**config.mk**
```make
export PLATFORM = sky130hd
export DESIGN_NAME = signal_generate
export DESIGN_NICKNAME = d
export VERILOG_FILES = /design/src/rtl/signal_pkg.sv /design/src/rtl/signal_generate_period_counter.sv /design/src/rtl/signal_generate.sv
export SDC_FILE = /design/constraint.sdc
export NUM_CORES = 1
export LEC_CHECK = 0
export ABC_AREA = 0
export CORE_UTILIZATION = 44
export DETAILED_ROUTE_END_ITERATION = 10
export PLACE_DENSITY_LB_ADDON = 0.05
export SLEW_MARGIN = 30
export SYNTH_ARGS = -nofsm -noshare
export SYNTH_HDL_FRONTEND = slang
export SYNTH_SLANG_ARGS = --single-unit
```
**constraint.sdc**
```tcl
create_clock -name clock -period 2.9 [get_ports clock]
set_clock_uncertainty 0.2 [all_clocks]
set_input_delay 0.58 -clock clock [delete_from_list [all_inputs] [get_ports clock]]
set_output_delay 0.58 -clock clock [all_outputs]
set_load 0.01 [all_outputs]
```
**src/rtl/signal_pkg.sv**
```systemverilog
// signal_pkg: shared state type and default widths for the signal generator
//    signal_gen_state_t : IDLE / LOW / HIGH phase of a burst
//    SIGNAL_HALF_WIDTH  : default width of the half-period value
//    SIGNAL_COUNT_WIDTH : default width of the period count
package signal_pkg;
   typedef enum logic [1:0] {IDLE, LOW, HIGH} signal_gen_state_t;
   localparam int SIGNAL_HALF_WIDTH  = 8;
   localparam int SIGNAL_COUNT_WIDTH = 8;
endpackage

```
**src/rtl/signal_generate_period_counter.sv**
```systemverilog
// period_counter: loadable down-counter with a registered terminal flag
//    clock, reset : clock and asynchronous active-high reset
//    load         : load load_value (has priority over enable)
//    enable       : count down by one, holding at zero
//    load_value   : value to load
//    terminal     : registered flag, high while the count is zero
module period_counter #(
   parameter int WIDTH = 8
) (
   input  logic             clock,
   input  logic             reset,
   input  logic             load,
   input  logic             enable,
   input  logic [WIDTH-1:0] load_value,
   output logic             terminal
);
   logic [WIDTH-1:0] count_q, count_d;
   logic             terminal_q, terminal_d;
   always_comb begin
      count_d    = load ? load_value : (enable && count_q != '0) ? count_q - WIDTH'(1) : count_q;
      terminal_d = (count_d == '0);
   end
   always_ff @(posedge clock or posedge reset) begin
      if (reset) begin
         count_q    <= '0;
         terminal_q <= 1'b1;
      end else begin
         count_q    <= count_d;
         terminal_q <= terminal_d;
      end
   end
   assign terminal = terminal_q;
endmodule

```
**src/rtl/signal_generate.sv**
```systemverilog
// signal_generate: bursts of N square-wave periods, each H cycles low then H cycles high
//    clock, reset        : clock and asynchronous active-high reset
//    start               : burst request, honoured only while idle
//    half_period, cycles : H and N, latched when a burst starts (H of 0 behaves as 1)
//    abort               : end the current burst at once
//    signal_out          : registered waveform
//    edge_positive/negative : one-cycle strobes in the first cycle of each new level
//    busy, done          : burst in progress / one-cycle normal completion pulse
module signal_generate
   import signal_pkg::*;
#(
   parameter int HALF_WIDTH  = SIGNAL_HALF_WIDTH,
   parameter int COUNT_WIDTH = SIGNAL_COUNT_WIDTH
) (
   input  logic                   clock,
   input  logic                   reset,
   input  logic                   start,
   input  logic [HALF_WIDTH-1:0]  half_period,
   input  logic [COUNT_WIDTH-1:0] cycles,
   input  logic                   abort,
   output logic                   signal_out,
   output logic                   edge_positive,
   output logic                   edge_negative,
   output logic                   busy,
   output logic                   done
);
   signal_gen_state_t      state_q, state_d;
   logic [HALF_WIDTH-1:0]  reload_q, reload_d;
   logic [COUNT_WIDTH-1:0] remaining_q, remaining_d;
   logic                   signal_q, signal_d;
   logic                   edge_pos_q, edge_pos_d;
   logic                   edge_neg_q, edge_neg_d;
   logic                   busy_q, busy_d;
   logic                   done_q, done_d;
   logic                   load, enable, terminal;
   logic [HALF_WIDTH-1:0]  load_value, start_reload;
   // The half-period counter runs from H-1 down to 0, so H=0 and H=1 share reload 0
   assign start_reload = (half_period == '0) ? '0 : half_period - HALF_WIDTH'(1);
   period_counter #(.WIDTH(HALF_WIDTH)) u_half (
      .clock      (clock),
      .reset      (reset),
      .load       (load),
      .enable     (enable),
      .load_value (load_value),
      .terminal   (terminal)
   );
   always_comb begin
      state_d     = state_q;
      reload_d    = reload_q;
      remaining_d = remaining_q;
      signal_d    = signal_q;
      busy_d      = busy_q;
      edge_pos_d  = 1'b0;
      edge_neg_d  = 1'b0;
      done_d      = 1'b0;
      load        = 1'b0;
      load_value  = reload_q;
      enable      = (state_q != IDLE);
      if (state_q == IDLE) begin
         if (start && !abort) begin
            if (cycles == '0) begin
               done_d = 1'b1;
            end else begin
               reload_d    = start_reload;
               remaining_d = cycles;
               load        = 1'b1;
               load_value  = start_reload;
               busy_d      = 1'b1;
               state_d     = LOW;
            end
         end
      end else if (abort) begin
         state_d    = IDLE;
         busy_d     = 1'b0;
         signal_d   = 1'b0;
         edge_neg_d = signal_q;
      end else if (terminal) begin
         load = 1'b1;
         if (state_q == LOW) begin
            signal_d   = 1'b1;
            edge_pos_d = 1'b1;
            state_d    = HIGH;
         end else begin
            // remaining reaches zero together with the return to IDLE, so it never wraps
            signal_d    = 1'b0;
            edge_neg_d  = 1'b1;
            remaining_d = remaining_q - COUNT_WIDTH'(1);
            state_d     = (remaining_q == COUNT_WIDTH'(1)) ? IDLE : LOW;
            busy_d      = (remaining_q != COUNT_WIDTH'(1));
            done_d      = (remaining_q == COUNT_WIDTH'(1));
         end
      end
   end
   always_ff @(posedge clock or posedge reset) begin
      if (reset) begin
         state_q     <= IDLE;
         reload_q    <= '0;
         remaining_q <= '0;
         signal_q    <= 1'b0;
         edge_pos_q  <= 1'b0;
         edge_neg_q  <= 1'b0;
         busy_q      <= 1'b0;
         done_q      <= 1'b0;
      end else begin
         state_q     <= state_d;
         reload_q    <= reload_d;
         remaining_q <= remaining_d;
         signal_q    <= signal_d;
         edge_pos_q  <= edge_pos_d;
         edge_neg_q  <= edge_neg_d;
         busy_q      <= busy_d;
         done_q      <= done_d;
      end
   end
   assign signal_out    = signal_q;
   assign edge_positive = edge_pos_q;
   assign edge_negative = edge_neg_q;
   assign busy          = busy_q;
   assign done          = done_q;
endmodule

```
-- Word-level counts from Yosys, hierarchy flattened
Cells that the tools add are included.
- eq/ne operators: 8
- reduce and logical (&&, ||, !) cells: 16
- bitwise gates (word level): 1
- multiplexer cells: 46
- add/subtract/negate cells: 3
- operators by type and width (cell ; count):
    $mux W8 ; 12
    $mux W1 ; 28
    $logic_not A8 Y1 ; 3
    $sub A8 B1 Y8 const B ; 3
    $mux W2 ; 6
    $eq A8 B1 Y1 const B ; 1
    $ne A8 B1 Y1 const B ; 1
    $reduce_bool A8 Y1 ; 1
    $reduce_bool A2 Y1 ; 3
    $reduce_and A5 Y1 ; 1
    $ne A2 B1 Y1 const B ; 2
    $ne A2 B2 Y1 const B ; 2
    $reduce_and A4 Y1 ; 1
    $ne A3 B3 Y1 const B ; 1
    $reduce_and A3 Y1 ; 1
    $reduce_bool A3 Y1 ; 1
    $eq A2 B1 Y1 const B ; 1
    $logic_and A1 B1 Y1 ; 2
    $logic_not A2 Y1 ; 1
    $reduce_and A2 Y1 ; 1
    $logic_not A1 Y1 ; 1
    $not A1 Y1 ; 1
- flip-flop bits (word level): 32
- logic and storage cells: 84
- input port bits: 20
- output and inout bits: 5

-- Logic depth before layout (Yosys ltp)
Gate-level depths: netlist of the first run.
- depth after elaboration: 7
- mapped depth: 8
- mapped depth without buffers: 8

-- Modules after synthesis
A second synthesis of the first run with hierarchy kept.
- cell total of the unflattened synthesis: 221
- area total of the unflattened synthesis: 1980.6 um2
- by module, submodules not included (module ; cells an instance ; sequential area each (um2) ; area each (um2) ; times used):
    signal_generate ; 153 ; 575.6 ; 1372.6 ; 1
    period_counter ; 68 ; 226.5 ; 608.1 ; 1

-- Worst setup path after synthesis of the first run
No wires, ideal clock.
- path kind: input-to-reg
- start: input abort
- end: register u_half.terminal_q, in the netlist u_half.terminal
- required time: 2637 ps
- library setup time: 63 ps
- buffers on the path: 1
- cell stages on the path: 7
- setup slack: 612 ps
- arrival: 2025 ps
- cell sequence: buf_6 -> nor4b_4 -> a21bo_4 -> a311o_1 -> o221a_4 -> nor4b_2 -> and4bb_1
- word-level cells in the longest chain between the ends: 6
- elaborated cells between the ends (all ways): 9
- those cells by class: 6 x mux; 3 x reduce/logical
- RTL lines (item ; line ; RTL):
    start, declared ; signal_generate.sv:20 ; input logic abort,
    $logic_not A1 Y1 ; signal_generate.sv:60 ; if (start && !abort) begin
    $logic_and A1 B1 Y1 ; signal_generate.sv:60 ;
    $mux W8 / $mux W1 (equally long branches) ; n/a ;
    $mux W8 / $mux W1 (equally long branches) ; signal_generate.sv:59 ; if (state_q == IDLE) begin
    $mux W8 (*) ; signal_generate_period_counter.sv:20 ; count_d = load ? load_value : (enable && count_q != '0) ? count_q - WIDTH'(1) : count_q;
    net u_half.count_d[7] ; signal_generate_period_counter.sv:17 ; logic [WIDTH-1:0] count_q, count_d;
    $logic_not A8 Y1 (*) ; signal_generate_period_counter.sv:21 ; terminal_d = (count_d == '0);
    net u_half.terminal_d ; signal_generate_period_counter.sv:18 ; logic terminal_q, terminal_d;
    end signal, assigned ; signal_generate_period_counter.sv:29 ; terminal_q <= terminal_d;
    end, declared ; signal_generate_period_counter.sv:18 ;
Mark *: on every way through the listed nets, which the timed path passes. The rest lies on a longest branch.
A chain may end at the register's enable or synchronous reset.

-- Final worst setup path of the first run
- start: input half_period[0]
- end: register u_half.terminal_q, in the netlist u_half.terminal
- word-level cells in the longest chain between the ends: 7
- elaborated cells between the ends (all ways): 8
- those cells by class: 1 x add/sub; 5 x mux; 2 x reduce/logical
- RTL lines (item ; line ; RTL):
    start, declared ; signal_generate.sv:18 ; input logic [HALF_WIDTH-1:0] half_period,
    $sub A8 B1 Y8 / $logic_not A8 Y1 (equally long branches) ; signal_generate.sv:38 ; assign start_reload = (half_period == '0) ? '0 : half_period - HALF_WIDTH'(1);
    $mux W8 (*) ; signal_generate.sv:38 ;
    $mux W8 (*) (2 in series) ; n/a ;
    $mux W8 (*) ; signal_generate.sv:59 ;
    $mux W8 (*) ; signal_generate_period_counter.sv:20 ;
    net u_half.count_d[4] ; signal_generate_period_counter.sv:17 ;
    $logic_not A8 Y1 (*) ; signal_generate_period_counter.sv:21 ;
    net u_half.terminal_d ; signal_generate_period_counter.sv:18 ;
Marked as above.

==> impl_metrics.py, run 1 <==
metrics = {
    "outcome": {
        "status": "completed",
    },
    "detailed_routing": {
        "drtIter0Drc": 110,
        "vias_per_cell": 5.74,
        "num_vias": 1750,
        "wl_um": 4860,
        "drc": 0,
        "wire_per_inst_um": 15.9,
        "drt_first_pass_iters": 4,
        "ant_nets": 0,
    },
    "finish": {
        "fin_area_sq_um": 2470,
        "final_core_util_pct": 56.4,
        "multi_input_area_sq_um": 1130,
        "seq_area_sq_um": 802,
        "nNetsFinal": 278,
        "drive_above_1_share_pct": 16.6,
        "insertedDiodeCount": 0,
        "fill_cells": 398,
        "area.growth.synth_to_final_pct": 22.1,
    },
    "flow_run": {
        "max_cap_viol_count": 0,
    },
    "timing": {
        "slew_violations": 0,
        "rsz0062_at_grt": "no",
        "setup_viol_count_final": 0,
        "maxSlewHeadroom_pct": 64.4,
        "hold_violations": 0,
        "whs_ns": 0.280,
        "period_needed_ns": 2.64,
        "worst_pin_slew_ns": 0.528,
        "final.period_utilization_pct": 90.9,
        "timing.fmax_mhz": 379,
    },
    "place": {
        "dpl_cell_area_sq_um": 2380,
        "gp_congestion": 0.890,
        "io_buffer_count": 24,
        "hpwl_um": 3620,
    },
    "cts": {
        "cts.sinks": 32,
        "cts_tree": "yes",
        "root_buffer": "clkbuf_8",
        "cts-hold-fix-buffers": 0,
        "cts_buffer_depth": 2,
        "htree_levels": 2,
        "cts_made_buffers": 5,
        "cts.clk_slew.worst_paths_ns": 0.07,
        "postCtsSetupBuffers": 0,
        "cts-resized-gates": 0,
        "clock_latency_ns": 0.28,
    },
    "grt": {
        "grtUsageTotal_pct": 22.0,
        "grt_overflow_total": 0,
        "grt_pass1_vias": 1809,
        "antenna_found_initial": 0,
        "grt_max_degree": 33,
        "grt_first_pass_wirelength_um": 8570,
    },
    "floorplanning": {
        "fp-row-count": 24,
        "design.die.area_sq_um": 4880,
        "fp.dieH_um": 69.9,
        "io_pins": 25,
        "start_util_pct": 46.2,
        "die_w_um": 69.9,
        "coreArea_sq_um": 4380,
    },
    "yosys": {
        "synth-edff-count": 0,
        "synthArstFlopShare_pct": 100,
        "synth_area_sq_um": 2030,
        "ys_ff_latch": 32,
        "synth_seq_area_share_pct": 39.6,
        "synthCells": 213,
        "synth_ff_type": "dfrtp_1",
        "avgSynthCellArea_sq_um": 9.51,
        "syn_nets": 239,
        "synthDistinctLibCells": 61,
        "synth-warning-count": 0,
    },
    "power": {
        "power_density_nw_per_um2": 586,
        "leakagePower_nw": 1.02,
        "combPwrFrac_pct": 30.5,
        "peakVddDrop_uv": 300,
        "p_switching_uw": 486,
        "swShare_pct": 33.6,
        "seqPwrFrac_pct": 45.0,
        "power.internal_uw": 962,
        "pwr-share-clk_pct": 24.5,
    },
    "setup_path": {
        "worstPathRequired_ns": 2.93,
        "critPathLaunchType": "input port",
        "worstSetupStartpoint": "half_period[0]",
        "end_kind": "flop",
        "cp_data_arrival_time_ns": 2.66,
        "crit_type": "in2reg",
        "critPathMaxFanout": 4,
        "r2r-start": "u_half.count_q[0]",
    },
    "worst_hold_path": {
        "hold_path.class": "reg2reg",
        "hold_start": "reload_q[2]",
    },
}
[area by class of cell]
type                            instances  area share (%)
Timing Repair Buffer                   39            14.3
Tap cell                               52            2.63
Clock buffer                            8            3.64
Inverter                                8            1.21
Multi-Input combinational cell        166            45.8
Sequential cell                        32            32.4
[routing by layer]
metal  share of wire (%)  wire [um]  GRT usage (%)
met3                 3.9        190           5.34
met5                   0          0              0
met2                  45       2170           33.5
met4                0.76         37           6.44
met1                  51       2460           31.0
[metrics by stage]
stage | setup TNS (ns) | power (mW) | std cells | worst slack [ns]
after CTS | 0 | 1.45 | 305 | 0.291
after detailed placement | -0.00792 | 1.10 | 297 | -0.00792
after global routing | 0 | 1.55 | 305 | 0.0832
after global placement | 0 | 1.08 | 297 | 0.0725
final | 0 | 1.45 | 305 | 0.263
after floorplan | 0 | 0.930 | 213 | 0.612
[power groups by stage]
stage / logic (mW) / clock network [mW] / registers, mW
floorplan: 0.297 / 0 / 0.633
global placement: 0.427 / 0 / 0.652
detailed placement: 0.440 / 0 / 0.656
CTS: 0.443 / 0.363 / 0.648
global route: 0.494 / 0.391 / 0.665
finish: 0.442 / 0.354 / 0.652
[layout by cell type, fill, tap and decap left out, types with 2 or more instances in the layout]
master,n
nor4_1,2
nand4_1,2
inv_1,8
nand3_1,5
o21ai_1,2
o21ai_0,13
a311o_1,2
a21o_2,2
or3_1,5
o21a_1,5
clkbuf_8,6
nand2_1,20
a21boi_0,2
nor3_1,5
clkdlybuf4s50_1,24
o22ai_1,3
nor3b_1,2
nand2b_1,4
nor2_1,23
buf_4,15
o211ai_1,2
o221a_2,2
a21oi_1,14
ha_1,6
clkbuf_1,2
xnor2_1,4
and2_1,2
a21o_1,2
or4_4,2
o31ai_1,2
nor4_2,2
mux2i_1,3
dfrtp_1,31
a22oi_1,2
[cell usage after synthesis, types with 2 or more instances]
master | instances | share of area, %
a311o_1 | 2 | 0.99
xnor2_1 | 4 | 1.7
o221a_2 | 2 | 1.1
or4_4 | 2 | 1.1
nand3_1 | 5 | 1.2
o211ai_1 | 2 | 0.74
nor3_1 | 5 | 1.2
o22ai_1 | 3 | 0.93
o21ai_0 | 13 | 3.2
buf_6 | 3 | 1.7
mux2i_1 | 3 | 1.5
a21o_2 | 2 | 0.86
a22oi_1 | 2 | 0.74
a21boi_0 | 2 | 0.74
nor2_1 | 23 | 4.3
nand2_1 | 20 | 3.7
dfrtp_1 | 31 | 38
a21o_1 | 2 | 0.74
nand2b_1 | 4 | 1.2
and2_1 | 2 | 0.62
nand4_1 | 2 | 0.62
clkbuf_1 | 2 | 0.37
a21oi_1 | 14 | 3.5
inv_1 | 8 | 1.5
o31ai_1 | 2 | 0.74
nor3b_1 | 2 | 0.74
nor4_2 | 2 | 1.2
o21ai_1 | 2 | 0.49
ha_1 | 6 | 3.7
nor4_1 | 2 | 0.62
o21a_1 | 5 | 1.9
or3_1 | 5 | 1.5
[sequential cells by signal, summed over array words and instances (netlist names)]
name and count:
done 1, u_half.count_q 8, edge_positive 1, busy 1, signal_out 1, reload_q 8, u_half.terminal 1, state_q 2
edge_negative 1, remaining_q 8
[logic make-up after synthesis]
logic type,share of synthesized area [%]
DFF,39.6
AOI/OAI and AO/OA,21.4
adders and majority gates,3.71
muxes,2.22
buffers and inverters,4.45
and+or+nand+nor,26.5
xor gates and xnor gates,2.16
[final timing paths]
path / endpoint / slack (ns) / cells after the start
max in group asynchronous: u_half.terminal / 1.68 / 3
min in group asynchronous: reload_q[7] / 0.49 / 3
max: u_half.terminal / 0.26 / 9
min: reload_q[2] / 0.28 / 2
max reg2reg: u_half.terminal / 0.45 / 8
min reg2reg: reload_q[2] / 0.28 / 2
[critical path, cell delays in order]
cell             delay [ns]
clkdlybuf4s50_1        0.47
inv_1                  0.12
ha_1                   0.18
nor3b_1                0.30
and2_1                 0.24
nor3_1                 0.09
a21o_2                 0.22
nor4b_2                0.26
and4bb_1               0.22
Power figures use the tool's default switching activity.
==> inputs of run 2 (changes only) <==
Settings changed: CELL_PAD_IN_SITES_DETAIL_PLACEMENT set to 1, CELL_PAD_IN_SITES_GLOBAL_PLACEMENT set to 1, CORE_UTILIZATION 44 to 30.
==> impl_metrics.py, run 2 (same netlist as run 1, synthesis figures left out) <==
metrics = {
    "place": {
        "dp_cells": 330,
        "gp_congestion": 0.881,
        "io_buffer_count": 24,
        "hpwl_um": 4440,
    },
    "cts": {
        "htree_levels": 2,
        "root_buffer": "clkbuf_8",
        "cts-resized-gates": 0,
        "clock_latency_ns": 0.29,
        "cts_buffer_depth": 2,
        "cts_made_buffers": 5,
        "cts.sinks": 32,
        "cts.clk_slew.worst_paths_ns": 0.07,
        "cts_tree": "yes",
        "postCtsSetupBuffers": 0,
        "cts-hold-fix-buffers": 0,
    },
    "finish": {
        "seq_area_sq_um": 802,
        "nNetsFinal": 286,
        "drive_above_1_share_pct": 19.9,
        "reg.largest.list": "reload_q: 8 flops, remaining_q: 8 flops, u_half.count_q: 8 flops",
        "final_core_util_pct": 40.5,
        "fill_cells": 755,
        "multi_input_area_sq_um": 1130,
        "insertedDiodeCount": 0,
        "area.growth.synth_to_final_pct": 28.3,
        "fin_cells": 338,
        "final_common_cell": "dfrtp_1",
        "mostFrequentLayoutCells": "dfrtp_1, clkdlybuf4s50_1, nor2_1, buf_4, nand2_1",
    },
    "floorplanning": {
        "io_pins": 25,
        "coreArea_sq_um": 6420,
        "fp.dieH_um": 84.2,
        "start_util_pct": 31.5,
        "design.die.area_sq_um": 7080,
        "fp-row-count": 29,
        "die_w_um": 84.2,
    },
    "setup_path": {
        "critPathLaunchType": "input port",
        "critPathMaxFanout": 4,
        "rrSetupSlack_ns": 0.41,
        "worstPathRequired_ns": 2.93,
        "cp_data_arrival_time_ns": 2.69,
        "crit_type": "in2reg",
        "end_kind": "flop",
    },
    "timing": {
        "timing.fmax_mhz": 376,
        "setup-tns-final_ns": 0,
        "hold_violations": 0,
        "final.period_utilization_pct": 91.7,
        "worst_pin_slew_ns": 0.596,
        "setup_viol_count_final": 0,
        "rsz0062_at_grt": "no",
        "period_needed_ns": 2.66,
        "maxSlewHeadroom_pct": 59.9,
        "slew_violations": 0,
    },
    "grt": {
        "grt_pass1_vias": 1973,
        "grt_first_pass_wirelength_um": 9930,
        "grt_max_degree": 33,
        "antenna_found_initial": 0,
        "grtUsageTotal_pct": 17.8,
        "grt_overflow_total": 0,
    },
    "detailed_routing": {
        "wire_per_inst_um": 16.6,
        "drtIter0Drc": 46,
        "wl_um": 5620,
        "num_vias": 1809,
        "ant_nets": 0,
        "drt_first_pass_iters": 7,
        "drc": 4,
        "vias_per_cell": 5.35,
    },
    "power": {
        "leakagePower_nw": 1.07,
        "combPwrFrac_pct": 29.8,
        "peakVddDrop_uv": 216,
        "seqPwrFrac_pct": 42.1,
        "pwr-share-clk_pct": 28.0,
        "swShare_pct": 33.0,
        "power.internal_mw": 1.03,
        "p_switching_uw": 509,
        "power_density_nw_per_um2": 594,
    },
    "worst_hold_path": {
        "hold_path.class": "reg2reg",
    },
    "outcome": {
        "status": "finished, violations left",
        "violations": "DRC",
    },
    "flow_run": {
        "max_cap_viol_count": 0,
    },
}
## run 2: cell types whose count changed in the layout (fill, tap and decap cells not counted)
cell,previous run,this run
clkinv_2,0,1
clkinvlp_4,0,1
clkbuf_8,6,5
clkbuf_1,2,0
buf_12,0,1
bufinv_16,0,1
buf_4,15,22
## run 2: worst paths after layout
kind,to,startpoint,cells past startpoint
max,u_half.terminal,half_period[0],9
min,reload_q[0],reload_q[0],1
max reg2reg,u_half.terminal,u_half.count_q[0],8
min reg2reg,reload_q[0],reload_q[0],1
max in group asynchronous,u_half.terminal,reset,3
min in group asynchronous,reload_q[5],reset,3
## run 2: cell type report
| cell class | instances | area share, % |
|---|---|---|
| flip-flops and latches | 32 | 30.9 |
| well taps | 77 | 3.71 |
| clock inverters | 3 | 1.64 |
| multi-input cells | 166 | 43.6 |
| repair buffers | 47 | 16.4 |
| inverters | 8 | 1.16 |
| clock buffers | 5 | 2.65 |
## run 2: critical path: stages
cell             delay, ns
clkdlybuf4s50_1       0.46
inv_1                 0.11
ha_1                  0.18
nor3b_1               0.35
and2_1                0.24
nor3_1                0.08
a21o_2                0.21
nor4b_2               0.25
and4bb_1              0.22
## run 2: routing by layer
metal	global-route usage, %	vias to the layer above	part of all wire, %
met2	32.5	32	52
met3	2.85	8	2.7
li1	-	877	-
met1	21.0	892	44
met4	6.43	0	1.6
met5	0	-	0
## run 2: per-stage QoR
stage,total power [mW],hold slack [ns],setup slack [ns],area [sq um]
2_1_floorplan,0.930,0.246,0.612,2030
3_3_place_gp,1.11,0.266,0.0560,2490
3_5_place_dp,1.12,0.278,-0.0595,2490
4_1_cts,1.56,0.293,0.246,2600
5_1_grt,1.66,0.315,0.0819,2600
6_report,1.54,0.288,0.241,2600
## run 2: power by group through the flow
stage / clock (mW) / combinational [mW] / sequential (mW)
finish: 0.433 / 0.461 / 0.650
global route: 0.472 / 0.521 / 0.668
CTS: 0.447 / 0.470 / 0.648
detailed placement: 0 / 0.467 / 0.657
global placement: 0 / 0.457 / 0.652
floorplan: 0 / 0.297 / 0.633
==> variant (flow settings as in run 1) <==
Add an input register stage for `start`, `half_period`, `cycles` and `abort`; this delays them by one clock. Comments in the files are not updated.
--- a/src/rtl/signal_generate.sv
+++ b/src/rtl/signal_generate.sv
@@ -24,6 +24,19 @@
    output logic                   busy,
    output logic                   done
 );
+
+   logic start_q;
+   logic [HALF_WIDTH-1:0] half_period_q;
+   logic [COUNT_WIDTH-1:0] cycles_q;
+   logic abort_q;
+
+   always_ff @(posedge clock) begin
+      start_q       <= start;
+      half_period_q <= half_period;
+      cycles_q      <= cycles;
+      abort_q       <= abort;
+   end
+
    signal_gen_state_t      state_q, state_d;
    logic [HALF_WIDTH-1:0]  reload_q, reload_d;
    logic [COUNT_WIDTH-1:0] remaining_q, remaining_d;
@@ -35,7 +48,7 @@
    logic                   load, enable, terminal;
    logic [HALF_WIDTH-1:0]  load_value, start_reload;
    // The half-period counter runs from H-1 down to 0, so H=0 and H=1 share reload 0
-   assign start_reload = (half_period == '0) ? '0 : half_period - HALF_WIDTH'(1);
+   assign start_reload = (half_period_q == '0) ? '0 : half_period_q - HALF_WIDTH'(1);
    period_counter #(.WIDTH(HALF_WIDTH)) u_half (
       .clock      (clock),
       .reset      (reset),
@@ -57,19 +70,19 @@
       load_value  = reload_q;
       enable      = (state_q != IDLE);
       if (state_q == IDLE) begin
-         if (start && !abort) begin
-            if (cycles == '0) begin
+         if (start_q && !abort_q) begin
+            if (cycles_q == '0) begin
                done_d = 1'b1;
             end else begin
                reload_d    = start_reload;
-               remaining_d = cycles;
+               remaining_d = cycles_q;
                load        = 1'b1;
                load_value  = start_reload;
                busy_d      = 1'b1;
                state_d     = LOW;
             end
          end
-      end else if (abort) begin
+      end else if (abort_q) begin
          state_d    = IDLE;
          busy_d     = 1'b0;
          signal_d   = 1'b0;
Formal check against the unedited RTL: not equivalent (a bounded check fails within 4 cycles, from zero or initial values and one cycle with reset high).
==> variant against run 1 <==
Sequential power is 50% higher. Combinational power rose by 22%. Critical path depth fell by 3. Power is 33% higher. Setup slack got worse by 0.075 ns. Non-clock buffer count fell by 5. Cell area rose by 11%. Final cell count rose by 8.9%. Register-to-register slack lost 0.26 ns. Synthesized area is 13% higher. Wire length is 6.5% lower. Global-route usage is 2.7 points lower. Sequential cell count is 18 higher.
==> variant: results (changes against run 1) <==
\begin{tabular}{lr}
\hline
Metric & Value \\
\hline
\multicolumn{2}{l}{\textbf{Cells and area}} \\
\quad Net count reported at finish & 290 (was 278) \\
\quad Layout cell share with drive strength beyond 1 & 0.132 (was 0.166) \\
\quad Non-filler instance count after layout & 332 (was 305) \\
\multicolumn{2}{l}{\textbf{Critical path}} \\
\quad Arrival time of data at the critical path endpoint & 2.71 ns (was 2.66 ns) \\
\quad Worst-path fanout max & 13 (was 4) \\
\quad Worst r2r path cells & 6 (was 8) \\
\quad Slowest library cell on the worst path & a2111o\_1 (was clkdlybuf4s50\_1) \\
\multicolumn{2}{l}{\textbf{Synthesis}} \\
\quad Post-synth top cells & dfrtp\_1 (31), nand2\_1 (21), dfxtp\_1 (18), o21ai\_0 (18), nor2\_1 (17) (was dfrtp\_1 (31), nor2\_1 (23), nand2\_1 (20)) \\
\quad Post-synthesis cell type count & 54 (was 61) \\
\quad Sequential element share of the synthesized area & 0.510 (was 0.396) \\
\multicolumn{2}{l}{\textbf{Route}} \\
\quad Met2 routed wirelength & 1950 µm (was 2170 µm) \\
\quad Total wire length & 4550 µm (was 4860 µm) \\
\quad Wire length on met3 & 180 µm (was 190 µm) \\
\quad Routed vias/inst & 5.29 (was 5.74) \\
\quad 1st-iter DRT viols & 126 (was 110) \\
\quad Wire length the detailed router placed on met1 & 2350 µm (was 2460 µm) \\
\multicolumn{2}{l}{\textbf{Power}} \\
\quad Power per Cell Area & 701 nW/µm² (was 586 nW/µm²) \\
\quad Static leakage & 1.16 nW (was 1.02 nW) \\
\quad Maximum ir drop on the vdd rail & 0.413 mV (was 0.300 mV) \\
\multicolumn{2}{l}{\textbf{Outcome}} \\
\quad Outcome & complete, no violations (unchanged) \\
\multicolumn{2}{l}{\textbf{STA}} \\
\quad Worst slew margin relative to its limit & 0.595 (was 0.644) \\
\quad Crit share post-route & 0.935 (was 0.909) \\
\multicolumn{2}{l}{\textbf{Placement}} \\
\quad Worst slack, placed & 0.185 ns (was -0.00792 ns) \\
\quad Standard cell area after detailed placement & 2650 µm² (was 2380 µm²) \\
\quad Routability Congestion & 0.824 (was 0.890) \\
\quad Placed cell count & 324 (was 297) \\
\quad Detailed-placement wirelength estimate & 3430 µm (was 3620 µm) \\
\multicolumn{2}{l}{\textbf{Global route}} \\
\quad Vias in the first global route & 1754 (was 1809) \\
\quad Total global routing track utilization & 0.193 (was 0.220) \\
\quad First-pass GRT wire length & 8020 µm (was 8570 µm) \\
\quad M2 GR Usage & 0.281 (was 0.335) \\
\quad Met3 capacity usage during global routing & 0.0515 (was 0.0534) \\
\hline
\end{tabular}
[variant: area by class of cell]
cell class / count / share of cell area
clock buffers: 6 / 0.0301
clock inverters: 2 / 0.00455
inverters: 12 / 0.0164
multi-input cells: 161 / 0.381
flip-flops and latches: 50 / 0.423
well taps: 67 / 0.0305
repair buffers: 34 / 0.115
[variant: what timing repair did]
item                                    in CTS  in global routing
endpoints found under the setup margin       0                  1
endpoints found under the hold margin        0                  0
gates resized for setup                      0                  1
[variant: logic make-up after synthesis]
logic type                 synth area share
and+or+nand+nor                       0.192
AOI/OAI and AO/OA                     0.181
DFF                                   0.510
buffers and inverters                0.0335
xor gates and xnor gates             0.0231
muxes                                0.0280
adders and majority gates            0.0329
[variant: report_power, final]
group | total (W) | switching (W) | internal, W
logic | 0.000539 | 0.000278 | 0.000261
registers | 0.000975 | 0.000136 | 0.000840
clock network | 0.000413 | 0.000221 | 0.000192
total | 0.00193 | 0.000634 | 0.00129
[variant: how the worst min path moves through the flow]
stage	startpoint	endpoint	slack, ns	cells past startpoint
final	cycles_q[0]	remaining_q[0]	0.26	2
after global routing	cycles_q[0]	remaining_q[0]	0.30	2
after global placement	reload_q[4]	reload_q[4]	0.26	2
after detailed placement	cycles_q[0]	remaining_q[0]	0.25	2
after floorplan	cycles_q[0]	remaining_q[0]	0.23	2
after CTS	cycles_q[0]	remaining_q[0]	0.27	2
[variant: critical path: cells and delay by family (launching register included)]
| family | cells | cell delay, ns |
|---|---|---|
| DFF | 1 | 0.45 |
| AOI/OAI and AO/OA | 3 | 0.94 |
| and+or+nand+nor | 3 | 1.01 |
